**config.mk**
```make
export PLATFORM = sky130hd
export DESIGN_NAME = pulse_param_sync
export DESIGN_NICKNAME = d
export VERILOG_FILES = /design/src/rtl/pulse_param_sync.sv
export SDC_FILE = /design/constraint.sdc
export NUM_CORES = 1
export LEC_CHECK = 0
export ABC_AREA = 1
export CAP_MARGIN = 10
export CORE_UTILIZATION = 47
export CTS_CLUSTER_SIZE = 28
export DETAILED_ROUTE_END_ITERATION = 7
export PLACE_DENSITY = 0.86
export SYNTH_ARGS = -nofsm -noshare
export SYNTH_HDL_FRONTEND = slang
export SYNTH_SLANG_ARGS = --single-unit
```
**constraint.sdc**
```tcl
create_clock -name clk -period 1.3 [get_ports clk]
set_input_delay 0.26 -clock clk [delete_from_list [all_inputs] [get_ports clk]]
set_output_delay 0.26 -clock clk [all_outputs]
set_load 0.03 [all_outputs]
```
**src/rtl/pulse_param_sync.sv**
```systemverilog
// Synchronises SPI-side parameter strobes and commits Ton/Toff/Ip/waveform atomically on period boundaries.
// Optional range checking of captured values is enabled by defining PARAM_RANGE_CHECK_EN.
module pulse_param_sync #(
   parameter int SYNC_STAGES  = 3,
   parameter int TON_DEFAULT  = 80,
   parameter int TOFF_DEFAULT = 20,
   parameter int IP_DEFAULT   = 30,
   parameter int WAVE_DEFAULT = 0,
   parameter int TON_MIN      = 1,
   parameter int TON_MAX      = 1000,
   parameter int TOFF_MIN     = 1,
   parameter int TOFF_MAX     = 1000,
   parameter int IP_MAX       = 100,
   parameter int WAVE_MAX     = 3
) (
   input  logic        clk,
   input  logic        rst,
   input  logic        machine_start_ack,
   input  logic        machine_stop_ack,
   input  logic [15:0] Ton_data_async,
   input  logic        change_Ton_ack,
   input  logic [15:0] Toff_data_async,
   input  logic        change_Toff_ack,
   input  logic [15:0] Ip_data_async,
   input  logic        change_Ip_ack,
   input  logic [15:0] waveform_data_async,
   input  logic        change_waveform_ack,
   input  logic        period_end,
   output logic        machine_on,
   output logic [15:0] Ton,
   output logic [15:0] Toff,
   output logic [15:0] Ip,
   output logic [15:0] waveform,
   output logic [3:0]  param_pending,
   output logic        param_update,
   output logic        param_reject
);

   localparam int NF = 4;
   localparam int NA = 6;
   localparam logic [1:0] S_IDLE   = 2'd0;
   localparam logic [1:0] S_HOLD   = 2'd1;
   localparam logic [1:0] S_COMMIT = 2'd2;

   localparam logic [NF-1:0][15:0] DEFAULTS = {16'(WAVE_DEFAULT), 16'(IP_DEFAULT),
                                               16'(TOFF_DEFAULT), 16'(TON_DEFAULT)};

   // Field index order matches param_pending: 0 Ton, 1 Toff, 2 Ip, 3 waveform, 4 start, 5 stop
   logic [NA-1:0]                  ack_in;
   logic [NA-1:0][SYNC_STAGES-1:0] sync_q;
   logic [NA-1:0]                  prev_q;
   logic [NA-1:0]                  evt;
   logic [NF-1:0][15:0]            data_in;

   assign ack_in  = {machine_stop_ack, machine_start_ack, change_waveform_ack,
                     change_Ip_ack, change_Toff_ack, change_Ton_ack};
   assign data_in = {waveform_data_async, Ip_data_async, Toff_data_async, Ton_data_async};

   always_ff @(posedge clk) begin
      if (rst) begin
         sync_q <= '0;
         prev_q <= '0;
      end else begin
         for (int i = 0; i < NA; i++) begin
            sync_q[i] <= {sync_q[i][SYNC_STAGES-2:0], ack_in[i]};
            prev_q[i] <= sync_q[i][SYNC_STAGES-1];
         end
      end
   end

   always_comb begin
      evt = '0;
      for (int i = 0; i < NA; i++)
         evt[i] = sync_q[i][SYNC_STAGES-1] & ~prev_q[i];
   end

   function automatic logic in_range(input int f, input logic [15:0] v);
      logic [31:0] w;
      w = {16'd0, v};
      case (f)
         0:       return (w >= 32'(TON_MIN))  && (w <= 32'(TON_MAX));
         1:       return (w >= 32'(TOFF_MIN)) && (w <= 32'(TOFF_MAX));
         2:       return w <= 32'(IP_MAX);
         default: return w <= 32'(WAVE_MAX);
      endcase
   endfunction

   // Data is sampled only on the synchronised event, when the sender guarantees it is stable
   logic [NF-1:0][15:0] cap_q;
   logic [NF-1:0]       chk_q;
   logic [NF-1:0]       ok;
   logic [NF-1:0]       accept;

   always_ff @(posedge clk) begin
      if (rst) begin
         cap_q <= '0;
         chk_q <= '0;
      end else begin
         chk_q <= evt[NF-1:0];
         for (int f = 0; f < NF; f++)
            if (evt[f]) cap_q[f] <= data_in[f];
      end
   end

`ifdef PARAM_RANGE_CHECK_EN
   for (genvar g = 0; g < NF; g++) begin : g_rng
      assign ok[g] = in_range(g, cap_q[g]);
   end

   logic reject_q;
   always_ff @(posedge clk) begin
      if (rst) reject_q <= 1'b0;
      else     reject_q <= |(chk_q & ~ok);
   end
   assign param_reject = reject_q;
`else
   assign ok           = '1;
   assign param_reject = 1'b0;
`endif

   assign accept = chk_q & ok;

   logic [NF-1:0][15:0] shadow_q;
   logic [NF-1:0][15:0] active_q;
   logic [NF-1:0]       pending_q;
   logic [NF-1:0]       commit_mask;
   logic [1:0]          state_q, state_nxt;
   logic                commit_go;
   logic                machine_on_q;
   logic                update_q;

   // The commit happens on the edge that enters COMMIT; COMMIT itself is a one-cycle cool-down
   always_comb begin
      state_nxt = state_q;
      commit_go = 1'b0;
      case (state_q)
         S_IDLE: begin
            if (|pending_q) begin
               if (machine_on_q) begin
                  state_nxt = S_HOLD;
               end else begin
                  commit_go = 1'b1;
                  state_nxt = S_COMMIT;
               end
            end
         end
         S_HOLD: begin
            if (period_end || !machine_on_q) begin
               commit_go = 1'b1;
               state_nxt = S_COMMIT;
            end
         end
         S_COMMIT: state_nxt = S_IDLE;
         default:  state_nxt = S_IDLE;
      endcase
   end

   assign commit_mask = commit_go ? pending_q : '0;

   always_ff @(posedge clk) begin
      if (rst) begin
         machine_on_q <= 1'b0;
         shadow_q     <= DEFAULTS;
         active_q     <= DEFAULTS;
         pending_q    <= '0;
         update_q     <= 1'b0;
         state_q      <= S_IDLE;
      end else begin
         if (evt[5])      machine_on_q <= 1'b0;
         else if (evt[4]) machine_on_q <= 1'b1;
         // A field accepted on the commit edge keeps its pending bit and waits for the next commit
         for (int f = 0; f < NF; f++) begin
            if (accept[f])      shadow_q[f] <= cap_q[f];
            if (commit_mask[f]) active_q[f] <= shadow_q[f];
         end
         pending_q <= (pending_q & ~commit_mask) | accept;
         update_q  <= commit_go;
         state_q   <= state_nxt;
      end
   end

   assign machine_on    = machine_on_q;
   assign Ton           = active_q[0];
   assign Toff          = active_q[1];
   assign Ip            = active_q[2];
   assign waveform      = active_q[3];
   assign param_pending = pending_q;
   assign param_update  = update_q;

endmodule

```
==> qor.txt <==
status = finished with violations
violated checks = setup timing
final setup violation count = 68
FF-to-FF Start = param_pending[1]$_SDFF_PP0_
Max Cap Viol = 0
total negative slack = -5.03 ns
IO Pins = 144
Seq pwr share = 49.0%
Post-Route Utilization = 70.2%
final worst slack = -0.141 ns
Clock Latency Late Sink = 0.50 ns
most common cell after layout, fill and taps aside = nor2_1
PwrDens = 1250 mW/mm^2
fin cells = 1,425
CTS tree = yes
flops & latches, synth = 228
Post-DP Area = 0.00991 sq mm
global route overflow = 0
routed wire length = 21,700 microns
post-synth cell types = 20
Horiz. Die Dim = 134 microns
TritonRoute pass-1 iters = 5
largest net degree at the start of global routing = 72
Final Hold Fails = 0
Worst EP arrival = 1.83 ns
Avg Inst Size Synth = 7.91 sq um
drt wl/cell = 15.2 microns
path type of the worst setup path = reg2reg
Hold Buf Count CTS = 0
clk buf depth = 3
final net count = 1,266
routed vias/inst = 5.16
total number of vias = 7,353
Max Clock Freq = 0.694 GHz
Max VDD drop = 0.916 mV
post-route ant nets = 0
Post-Syn Instances = 1,031
HPWL after detailed placement = 11,400 microns
most frequent cells in the layout = 214 x nor2_1, 200 x dfxtp_1, 120 x o21ai_0
worst hold path class = in2reg
Critical Path Source = param_pending[1]$_SDFF_PP0_
Syn. warnings = 0
Hold Crit Start = change_waveform_ack
share of cells above drive strength 1 = 24.7%
crit start category = flip-flop
die height = 134 microns
CTS H-tree lvls = 1
clock network power share = 42.0%
Clock transition at path regs = 0.06 ns
critical path data required time = 1.68 ns
first-pass GRT wire length = 30,900 microns
gr usage total = 20.9%
# diodes = 0
Psw = 3.27 mW
worst slack, placed = -0.402 ns
placed cells = 1,351
Slew Viols, Final = 0
Tmin final = 1.44 ns
gpl congestion = 0.766
die area = 0.0179 sq mm
Clock Sinks = 228
endpoint class of the critical path = flip-flop
Internal = 11.5 mW
crit path max fanout = 9
Initial Util = 48.6%
vias in the first global route = 6,537
root buffer cell = clkbuf_16
Sw Ratio = 22.2%
Logic pwr share = 9.0%
# DRC = 0
row count = 47
syn nets = 1,104
synthesized area = 0.00815 sq mm
CTS Buf Count = 23
Seq/Total Area, Yosys = 56.0%
Buffers on Ports = 142
initial antenna violation count = 0
Final Cycle Share = 111%
RSZ-0062 raised after global routing = yes
WHS = 0.274 ns
Power, Total = 14.7 mW
clock skew = 0.0125 ns
Iteration-0 DRC Markers = 572
area grow syn2layout = 44.2%
area of the core = 0.0168 sq mm
P_leak = 4.79 nW
final instance area = 0.0118 sq mm
## final cells by class
cell class,count,area (sq um)
clock buffer,37,708
fill,1215,5000
inverter,92,352
multi-input combinational,640,3350
sequential,228,4610
tap,220,275
timing repair buffer,207,2450
timing repair inverter,1,7.51
## power groups by stage
stage                     logic [mW]  clock network, mW  registers (mW)
after floorplan                0.526                  0            7.37
after global placement         0.916                  0            7.35
after detailed placement       0.935                  0            7.36
after CTS                      0.989               6.28            7.21
after global routing            1.42               6.56            7.22
final                           1.32               6.19            7.21
## registers in the layout, summed over array words and instances, names as in the netlist, 6 cells and up
register  cells
sync_q       18
shadow_q     64
cap_q        64
Toff         16
prev_q        6
Ton          16
Ip           16
waveform     16
## worst paths after layout
check | cells past startpoint | slack, ns | endpoint
max reg2reg | 8 | -0.14 | waveform[10]$_SDFFE_PP0P_
min | 3 | 0.27 | sync_q[9]$_SDFF_PP0_
max | 8 | -0.14 | waveform[10]$_SDFFE_PP0P_
min reg2reg | 2 | 0.40 | sync_q[16]$_SDFF_PP0_
## per-layer routing
metal	GRT usage [%]	wire length (microns)	part of all wire, %
met1	25.6	8820	41
met2	37.2	11100	51
met3	3.42	1230	5.7
met4	6.63	499	2.3
met5	0	0	0
## repair_timing
item | 4_1_cts | 5_1_grt
endpoints found under the setup margin | 115 | 120
resized for setup | 290 | 182
pin swaps | 0 | 28
gates cloned | 4 | 18
buffers inserted | 10 | 5
## logic make-up (layout without fill, tap and decap cells)
family	Yosys count	in the layout	share of synthesized area, %
AOI/OAI and AO/OA	240	240	14.8
DFF	228	228	56.0
other	1	1	0.0460
and+or+nand+nor	396	399	20.5
buffers and inverters	166	337	8.70
## worst max-delay path: stages, from the launching register on
cell	delay [ns]
dfxtp_4	0.36
buf_6	0.12
nor2_4	0.10
nand2_4	0.08
nand2_8	0.14
nand2_8	0.11
buf_6	0.17
a21oi_1	0.18
nor2_1	0.07
## cells in the mapped netlist
library cell    n  share of area, %
dfxtp_1       228                56
nor2_1        219                10
o21ai_0       120               7.4
a21oi_1       119               7.3
inv_1          88               4.1
nand2_1        86               4.0
nand3_1        75               4.6
clkbuf_1       43               2.0
buf_2          18               1.1
nand3_2        10               1.2
buf_6           8               1.1
buf_1           4              0.18
clkinv_1        4              0.18
nand2_4         2              0.28
nor2_2          2              0.15
buf_4           1             0.092
conb_1          1             0.046
nand2_2         1             0.077
nand4_1         1             0.077
o221a_2         1              0.14
Power figures use the tool's default switching activity.
